File: src/rtl/mem_access_unit.sv
// MEM-stage load/store engine: issues one data-memory bus transaction per M instruction,
// stalls the pipeline until it completes and returns extracted/extended load data.
module mem_access_unit #(
  parameter logic [31:0] DM_BASE = 32'h0000_0000,
  parameter logic [31:0] DM_SIZE = 32'h0000_3000
) (
  input  logic        clk,
  input  logic        reset,
  input  logic        m_valid,
  input  logic        m_load,
  input  logic        m_store,
  input  logic [1:0]  m_size,
  input  logic        m_signed,
  input  logic [31:0] m_addr,
  input  logic [31:0] m_wdata,
  input  logic        m_hold,
  output logic        bus_req,
  output logic        bus_we,
  output logic [31:0] bus_addr,
  output logic [3:0]  bus_be,
  output logic [31:0] bus_wdata,
  input  logic        bus_ready,
  input  logic        bus_rvalid,
  input  logic [31:0] bus_rdata,
  output logic        stall,
  output logic [31:0] ld_data,
  output logic        ld_valid,
  output logic        adel,
  output logic        ades
);

  typedef enum logic [1:0] {S_IDLE, S_REQ, S_WAIT_R, S_DONE} state_t;

  state_t      r_state, w_next;
  logic        r_we, r_signed;
  logic [1:0]  r_size, r_lane;
  logic [31:0] r_addr, r_wdata, r_ld;
  logic [3:0]  r_be;

  logic        w_acc, w_mis, w_oor, w_err, w_start, w_cap;
  logic [32:0] w_off;
  logic [3:0]  w_be;
  logic [31:0] w_wd;

  function automatic logic [31:0] f_extract(input logic [31:0] d, input logic [1:0] sz,
                                            input logic sg, input logic [1:0] a);
    logic [7:0]  b;
    logic [15:0] h;
    b = 8'(d >> {a, 3'b000});
    h = a[1] ? d[31:16] : d[15:0];
    if (sz == 2'b00)      return {{24{sg & b[7]}}, b};
    else if (sz == 2'b01) return {{16{sg & h[15]}}, h};
    else                  return d;
  endfunction

  // 33-bit offset so an address below DM_BASE shows up as a borrow
  assign w_off   = {1'b0, m_addr} - {1'b0, DM_BASE};
  assign w_oor   = w_off[32] | (w_off[31:0] >= DM_SIZE);
  assign w_mis   = (m_size[1] & (|m_addr[1:0])) | ((m_size == 2'b01) & m_addr[0]);
  assign w_acc   = (r_state == S_IDLE) & m_valid & (m_load | m_store);
  assign w_err   = w_acc & (w_mis | w_oor);
  assign w_start = w_acc & ~w_mis & ~w_oor;
  assign adel    = w_err & m_load;
  assign ades    = w_err & m_store;

  always_comb begin
    w_be = 4'b1111;
    w_wd = m_wdata;
    case (m_size)
      2'b00: begin
        w_be = 4'b0001 << m_addr[1:0];
        w_wd = {4{m_wdata[7:0]}};
      end
      2'b01: begin
        w_be = m_addr[1] ? 4'b1100 : 4'b0011;
        w_wd = {2{m_wdata[15:0]}};
      end
      default: ;
    endcase
  end

  // ready+rvalid together in REQ is a legal fast path straight to DONE
  assign w_cap = ~r_we & (((r_state == S_REQ) & bus_ready & bus_rvalid) |
                          ((r_state == S_WAIT_R) & bus_rvalid));

  always_comb begin
    w_next = r_state;
    case (r_state)
      S_IDLE:   if (w_start) w_next = S_REQ;
      S_REQ:    if (bus_ready) w_next = (r_we | bus_rvalid) ? S_DONE : S_WAIT_R;
      S_WAIT_R: if (bus_rvalid) w_next = S_DONE;
      S_DONE:   if (!m_hold) w_next = S_IDLE;
      default:  w_next = S_IDLE;
    endcase
  end

  always_ff @(posedge clk) begin
    if (reset) begin
      r_state  <= S_IDLE;
      r_we     <= 1'b0;
      r_signed <= 1'b0;
      r_size   <= 2'b00;
      r_lane   <= 2'b00;
      r_addr   <= 32'h0;
      r_wdata  <= 32'h0;
      r_be     <= 4'h0;
      r_ld     <= 32'h0;
    end else begin
      r_state <= w_next;
      if (w_start) begin
        r_we     <= m_store;
        r_signed <= m_signed;
        r_size   <= m_size;
        r_lane   <= m_addr[1:0];
        r_addr   <= {m_addr[31:2], 2'b00};
        r_be     <= m_store ? w_be : 4'b1111;
        r_wdata  <= m_store ? w_wd : 32'h0;
      end
      if (w_cap) r_ld <= f_extract(bus_rdata, r_size, r_signed, r_lane);
    end
  end

  assign bus_req   = (r_state == S_REQ);
  assign bus_we    = r_we;
  assign bus_addr  = r_addr;
  assign bus_be    = r_be;
  assign bus_wdata = r_wdata;
  assign stall     = w_start | (r_state == S_REQ) | (r_state == S_WAIT_R);
  assign ld_valid  = (r_state == S_DONE) & ~r_we;
  assign ld_data   = r_ld;

endmodule

File: config.mk
export PLATFORM = sky130hd
export DESIGN_NAME = mem_access_unit
export DESIGN_NICKNAME = d
export VERILOG_FILES = /design/src/rtl/mem_access_unit.sv
export SDC_FILE = /design/constraint.sdc
export NUM_CORES = 1
export LEC_CHECK = 0
export CAP_MARGIN = 30
export CELL_PAD_IN_SITES_DETAIL_PLACEMENT = 0
export CELL_PAD_IN_SITES_GLOBAL_PLACEMENT = 1
export CORE_ASPECT_RATIO = 0.6
export CORE_MARGIN = 3
export CORE_UTILIZATION = 30
export DETAILED_ROUTE_END_ITERATION = 16
export PLACE_DENSITY_LB_ADDON = 0.08
export SETUP_SLACK_MARGIN = 0.2
export SYNTH_ARGS = -nofsm -noshare
export SYNTH_HDL_FRONTEND = slang
export SYNTH_SLANG_ARGS = --single-unit
export TNS_END_PERCENT = 20
File: constraint.sdc
create_clock -name clk -period 2 [get_ports clk]
set_input_delay 0.2 -clock clk [delete_from_list [all_inputs] [get_ports clk]]
set_output_delay 0.2 -clock clk [all_outputs]
set_load 0.005 [all_outputs]
### Word level (Yosys, flattened, before mapping)

Index checks and enable logic that the tools add are counted.

* output and inout bits: 106
* logic and storage cells: 66
* register bits: 106

* reduce and logical (&&, ||, !) cells: 5
* shift operators: 2
* mux-type cells: 14
* equality and inequality tests: 9
* bitwise logic cells: 26
* order comparisons: 1

Operator list (count)
* $mux 32: 3
* $pmux 32 s2: 1
* $ge 32x14->1 const B: 1
* $shr 32x5->8: 1
* $and 1x1->1: 16
* $mux 16: 1
* $mux 2: 4
* $mux 4: 2
* $pmux 2 s4: 1
* $pmux 4 s2: 1
* $or 1x1->1: 7
* $eq 2x1->1 const B: 3
* $logic_not 2->1: 3
* $ne 2x2->1 const B: 3
* $eq 2x2->1 const B: 2
* $reduce_and 4->1: 1
* $shl 1x2->4 const A: 1
* $not 1->1: 3
* $ne 2x1->1 const B: 1
* $reduce_or 2->1: 1
* $mux 1: 1

### Longest topological paths before layout

Gate-level depths: netlist (run 1).

* word-level depth: 8
* depth in mapped cells: 8
* mapped depth without buffers: 7

### Worst setup path before layout (run 1)

OpenSTA, ideal clock, no wires.

* path type: register to register
* from: register r_state[1]
* to: register r_ld[20], in the netlist ld_data[20]
* setup time: 0.134 ns
* cell stages (with the launch flop): 8
* data arrival time: 1.782 ns
* data required time: 1.866 ns
* period minus slack after synthesis: 1.916 ns
* slack: 0.084 ns
* cell sequence: dfxtp_1 -> inv_1 -> ha_1 -> a21oi_1 -> nor3b_1 -> o311a_1 -> buf_2 -> a211oi_1

* longest elaborated chain between the ends: 5

RTL lines
* from (decl): line 34 `state_t r_state, w_next;`
* from (signal assigned): line 109 `r_state <= w_next;`
* $eq 2x1->1
* net bus_req: line 17 `output logic bus_req,`
* $and 1x1->1 (2 in series): line 83 `assign w_cap = ~r_we & (((r_state == S_REQ) & bus_ready & bus_rvalid) |`
* $or 1x1->1: line 83
* $and 1x1->1: line 83
* to (signal assigned): line 119 `if (w_cap) r_ld <= f_extract(bus_rdata, r_size, r_signed, r_lane);`
* to (decl): line 37 `logic [31:0] r_addr, r_wdata, r_ld;`

The timed path passes the listed nets, and every way through them passes these cells.
A chain may end at the register's enable or synchronous reset.

### Final worst setup path (run 1)

* from: register r_state[1]
* to: register r_state[0]

* longest elaborated chain between the ends: 7

RTL lines
* $logic_not 2->1: line 60, 88
* $and 1x1->1 (2 in series): line 60 `assign w_acc = (r_state == S_IDLE) & m_valid & (m_load | m_store);`
* $and 1x1->1 (2 in series): line 62 `assign w_start = w_acc & ~w_mis & ~w_oor;`
* $ne 2x2->1 (no line)
* $reduce_and 4->1 (no line)

Parallel ways exist; a longest one is shown, timed or not.

==> results of run 1 <==
-- final cells by class --
cell class	count	share of cell area [%]
Inverter	7	0.3397
Clock inverter	7	0.9220
Tap cell	198	3.203
Timing Repair Buffer	257	32.34
Clock buffer	9	2.912
Multi-Input combinational cell	407	32.82
Sequential cell	106	27.47
-- stage by stage --
| step | util [%] | setup slack (ns) | power [mW] | hold WS, ns | TNS (ns) |
|---|---|---|---|---|---|
| 3_5_place_dp | 48.16 | -0.6855 | 3.211 | 0.4435 | -33.89 |
| 6_report | 51.65 | 0.1473 | 4.983 | 0.1589 | 0 |
| 3_3_place_gp | 48.16 | -0.5931 | 3.195 | 0.4390 | -29.89 |
| 5_1_grt | 51.65 | 0.07569 | 5.223 | 0.1673 | 0 |
| 4_1_cts | 50.90 | 0.1206 | 5.033 | 0.3637 | 0 |
| 2_1_floorplan | - | 0.1776 | 2.632 | 0.3360 | 0 |
-- repair_timing --
action                     4_1_cts  5_1_grt
setup endpoints to repair       84      104
setup buffers                    4        4
resized for setup               52       25
gates cloned                     0        1
pin swaps                       15        7
-- how the worst max path moves through the flow --
stage                     startpoint           end  slack [ns]  cells past startpoint
after global routing      r_state[1]  bus_addr[20]        0.08                      8
after global placement     m_size[1]         stall       -0.59                      8
final                     r_state[1]    r_state[0]        0.15                      8
after floorplan           r_state[0]    r_state[0]        0.18                      7
after CTS                 r_state[1]    r_state[0]        0.12                      8
after detailed placement   m_size[1]    r_state[0]       -0.69                      9
-- logic make-up (layout without fill, tap and decap cells) --
family / after synthesis / count (layout) / synth area share, %
adders and majority gates: 5 / 5 / 1.320
buffers and inverters: 54 / 280 / 4.857
other: 1 / 2 / 0.07912
muxes: 49 / 49 / 12.91
and+or+nand+nor: 234 / 234 / 21.62
AOI/OAI and AO/OA: 117 / 117 / 14.44
DFF: 106 / 106 / 44.77
-- layer usage --
metal / GRT usage [%] / share of wire [%] / up-vias
met5: 0 / 0 / -
met2: 26.56 / 41 / 137
li1: - / - / 2380
met4: 3.017 / 0.63 / 0
met3: 6.874 / 8.4 / 10
met1: 27.84 / 50 / 2239
-- state kept, by name, summed over array words and instances, names as in the netlist --
signal / flops
ld_data: 32
r_signed: 1
bus_be: 4
r_size: 2
r_lane: 2
r_state: 2
bus_wdata: 32
bus_addr: 30
bus_we: 1
-- power by group through the flow --
stage	Clock (mW)	Combinational, mW	Sequential, mW
floorplan	0	0.362	2.27
detailed placement	0	0.945	2.27
global placement	0	0.934	2.26
CTS	1.83	0.980	2.22
global route	1.90	1.09	2.23
finish	1.76	1.00	2.22
-- cells in the mapped netlist, types with 2 or more instances --
cell type / n / share of area [%]
nand2_1: 119 / 9.4
dfxtp_1: 106 / 45
a21oi_1: 61 / 6.4
nor2_1: 37 / 2.9
nand3_1: 35 / 3.7
clkbuf_1: 31 / 2.5
mux2i_1: 24 / 5.1
a211oi_1: 20 / 3.2
o21ai_0: 20 / 2.1
and2_1: 19 / 2.5
mux2_2: 17 / 4.0
buf_2: 10 / 1.1
nor3_1: 9 / 0.95
mux4_2: 8 / 3.8
inv_1: 7 / 0.55
o21a_1: 7 / 1.1
ha_1: 5 / 1.3
nor4_1: 4 / 0.53
a311oi_1: 3 / 0.55
buf_1: 3 / 0.24
nand2b_1: 3 / 0.40
buf_4: 2 / 0.32
nand3b_1: 2 / 0.32
nor2b_1: 2 / 0.26
o21bai_1: 2 / 0.32
-- critical path, stage by stage, from the launching register on --
cell and delay, ns:
dfxtp_2 0.33, inv_2 0.07, ha_4 0.13, o211ai_1 0.11
or3_4 0.43, buf_6 0.14, buf_8 0.11, a211o_1 0.26
a211oi_2 0.18
==> out/metrics.csv, run 1 <==
metric,value,unit
status,"complete, no violations",
dieWidth,168.3,um
netSwitchingPower,1.346,mW
p_int,3.638,mW
cts_tree,built,
dp_cells,966,
io_pins,213,
cts_root_buf,clkbuf_16,
slew_viol_final,0,
synth_warnings,0,
via_per_inst,4.809,
start_util,31.65,%
endpoint_kind,flip-flop,
rrSetupSlack,0.15,ns
period_needed,1.853,ns
hp-class,primary input to flip-flop,
num_antenna_cells,0,
cp_max_fo,4,
final_area,7735,um2
core,14970,um2
cts_buffers,9,
nFillCells,1396,
setup_viol,0,
synth-edff-count,0,
whs_path_depth,3,
grt_pass1_vias,4597,
worstReg2RegEnd,r_state[0],
hold_path_end,bus_addr[13],
drive_gt1_share,15.01,%
portBuffers,210,
hold_start,m_addr[13],
hold_violations,0,
start_kind,flip-flop,
pwr_density_cell,644.3,nW/um2
layout.area.seq,2125,um2
final_cells,991,
max-cap-violations,0,
row_count,34,
holdBufCountCts,0,
ant_nets,0,
area_growth,63.20,%
drt_first_pass_iters,5,
clk_path_buf_depth,2,
cellLeakagePower,2.840,nW
path_clk_slew,0.08,ns
grt_max_degree,58,
clkSinkCount,106,
synthArstFlopShare,0,%
gr-total-overflow,0,
place_congestion,0.7924,
ys_ff_latch,106,
hpwl,12640,um
r2r_cells,8,
swShare,27.01,%
dieArea,17390,um2
track_usage,18.83,%
crit_arrival,2.12,ns
layout_common_cells,"clkdlybuf4s50_1 (188), nand2_1 (118), dfxtp_1 (104), a21oi_1 (59)",
postSynthCellCount,566,
cp.required,2.26,ns
clock_latency,0.35,ns
grt_pass1_wl,25700,um
r2r_start,r_state[1],
yosysSeqAreaShare,44.77,%
die_h,103.4,um
power_frac_seq,44.5,%
p_clk_share,35.4,%
avgSynthCellArea,8.374,um2
peakVddDrop,404.7,uV
period_share,92.63,%
skew,0.009106,ns
wl,16770,um
vias,4766,
drc_errors,0,
rsz0062_at_grt,yes,
critical_path_class,flip-flop to flip-flop,
layout_commonest_cell,clkdlybuf4s50_1,
synth_ff_type,dfxtp_1,
multi_input_area,2539,um2
maxSlewHeadroom,63.04,%
tightest_slew,0.5538,ns
nets,900,
fmax,539.8,MHz
antenna_found_initial,0,
cts_max_level,3,
synth_area,4740,um2
drt-initial-drc-count,339,
combPwrFrac,20.1,%
wl_per_cell,16.92,um
ys_types,35,
placed_cell_area,7212,um2
Power figures use the tool's default switching activity.
==> run 2: changes to the inputs <==
- CORE_MARGIN: 3 -> unset
- CORE_UTILIZATION: 30 -> 27
- CTS_BUF_LIST: unset -> sky130_fd_sc_hd__clkbuf_16
- clock period: 2 -> 1.7 ns (I/O delays scaled with it)
==> run 2 against run 1 <==
Against the previous run: the flow now finishes with violations (setup timing); non-clock buffer count increased by 18; highest routed layer unchanged; register-to-register slack lost 0.29 ns; worst setup slack worse by 0.31 ns; global-route usage decreased by 0.37 points.
==> out/metrics.csv, run 2 (synthesized netlist as in run 1, its figures left out) <==
metric,value,unit,change
status,finished with violations,,
violations,setup timing,,
drive_gt1_share,19.24,%,+4.2 points
nets,918,,+2.0%
wl_per_cell,15.87,um,-6.2%
place_congestion,0.8074,,+1.9%
met1Wirelength,8704,um,+4.1%
layout_common_cells,"clkdlybuf4s50_1 (185), nand2_1 (116), dfxtp_1 (102), a21oi_1 (56), buf_4 (50)",,
area_growth,68.43,%,
gr-total-overflow,0,,unchanged
grt_max_degree,90,,+55%
period_needed,1.863,ns,
cts_root_buf,clkbuf_16,,
whs,0.2228,ns,+0.06393 ns
tightest_slew,0.5346,ns,-0.01920 ns
crit_path_start,m_addr[22],,
clock_latency,0.36,ns,about the same
holdBufCountCts,0,,unchanged
rsz0062_at_grt,yes,,
pwr_density_cell,759.6,nW/um2,+18%
track_usage,18.46,%,-0.37 points
cp_common_cell,buf_6,,
cp.required,1.96,ns,-0.30 ns
grt_pass1_vias,4851,,+5.5%
drt-initial-drc-count,223,,-34%
maxSlewHeadroom,64.36,%,+1.3 points
clkSinkCount,106,,unchanged
crit_arrival,2.12,ns,about the same
hold_violations,0,,unchanged
skew,0.01252,ns,+0.003416 ns
cp_max_fo,4,,unchanged
ant_nets,0,,unchanged
antenna_found_initial,0,,unchanged
drc_errors,0,,unchanged
die_h,104.6,um,+1.2%
hold_start,m_addr[13],,
path_cells,"buf_2, nor4_1, nand4_1, buf_4, or3_4, buf_6, buf_6, a211o_1, a211oi_2",,
fin_util,46.48,%,-5.2 points
via_per_inst,4.575,,-4.9%
wl,16590,um,-1.1%
setup_tns,-5.097,ns,-5.097 ns
vias,4781,,+0.31%
cts_tree,built,,
slew_viol_final,0,,unchanged
hp-class,primary input to flip-flop,,
setup_viol,54,,+54
cp_slowest_cell,or3_4,,
path_clk_slew,0.09,ns,about the same
dieArea,18100,um2,+4.1%
grt_pass1_wl,26330,um,+2.4%
final_area,7983,um2,+3.2%
routed-wl-met3,1190,um,-16%
start_kind,primary input,,
placed_cell_area,7486,um2,+3.8%
max-cap-violations,0,,unchanged
core,17180,um2,+15%
period_share,109.6,%,
dieWidth,173.0,um,+2.8%
io_pins,213,,unchanged
layout_commonest_cell,clkdlybuf4s50_1,,
num_antenna_cells,0,,unchanged
cellLeakagePower,2.928,nW,+3.1%
drt_first_pass_iters,4,,-1
clk_path_buf_depth,2,,unchanged
critical_path_class,primary input to flip-flop,,
hpwl,12520,um,-1.0%
start_util,27.60,%,-4.1 points
portBuffers,210,,unchanged
top_layer_used,met4,,
peakVddDrop,410.8,uV,+1.5%
row_count,37,,+8.8%
setup_ws,-0.1633,ns,-0.3106 ns
r2r_start,r_state[0],,
fmax,536.7,MHz,
cts_buffers,9,,unchanged
endpoint_kind,flip-flop,,
slowest_delay,0.38,ns,-0.05 ns
wl_met2,6522,um,-5.3%
cts_max_level,3,,unchanged
[run 2: changes by cell type in the layout (fill, tap and decap cells not counted), moves of 3 or more]
cell,before,now
buf_4,34,50
buf_2,5,13
buf_6,6,9
dlymetal6s2s_1,4,1
inv_12,0,3
clkdlybuf4s50_1,188,185
a21oi_1,59,56
o21ai_1,0,3
dlygate4sd2_1,14,7
buf_12,2,5
clkdlybuf4s15_1,0,3
[run 2: path summary, 6_finish.rpt]
check                                     end  slack (ns)  cells past startpoint
worst max-delay path               r_state[0]       -0.16                      9
worst min-delay path             bus_addr[13]        0.22                      3
worst max register to register     r_state[0]       -0.14                      8
worst min register to register  bus_wdata[23]        0.45                      2
[run 2: report_power, final]
group          switching (mW)  internal (mW)  leakage (nW)  total (mW)
combinational           0.524          0.686          1.92        1.21
clock                    1.14           1.09         0.156        2.24
sequential             0.0470           2.57         0.856        2.61
[run 2: routing by layer]
layer	up-vias	track usage, %
met1	2225	26.57
met4	0	3.603
met5	-	0
met3	14	6.550
met2	126	26.15
li1	2416	-
[run 2: critical path, delay by kind of cell]
kind,cells,cell delay (ns)
AO/OA/AOI/OAI,2,0.47
buffers and inverters,4,0.57
AND/OR/NAND/NOR,3,0.92
[run 2: stage by stage]
stage	power [mW]	cells	setup slack (ns)
finish	6.063	1045	-0.1633
global route	6.357	1045	-0.2391
CTS	6.121	1045	-0.1579
detailed placement	3.852	1022	-0.8195
global placement	3.840	1022	-0.7752
floorplan	3.147	567	0.06687
[run 2: final cells by class]
type | instances | area [um2]
flip-flops and latches | 106 | 2132
repair buffers | 275 | 2618
clock inverters | 7 | 96.34
multi-input cells | 407 | 2587
clock buffers | 9 | 225.2
fillers | 1665 | 9193
well taps | 234 | 292.8
inverters | 7 | 31.28
[run 2: timing repair]
| action | in CTS | in global routing |
|---|---|---|
| pin swaps | 20 | 22 |
| gates resized for setup | 84 | 24 |
| buffers inserted | 7 | 0 |
| gates cloned | 0 | 0 |
| endpoints found under the setup margin | 112 | 111 |
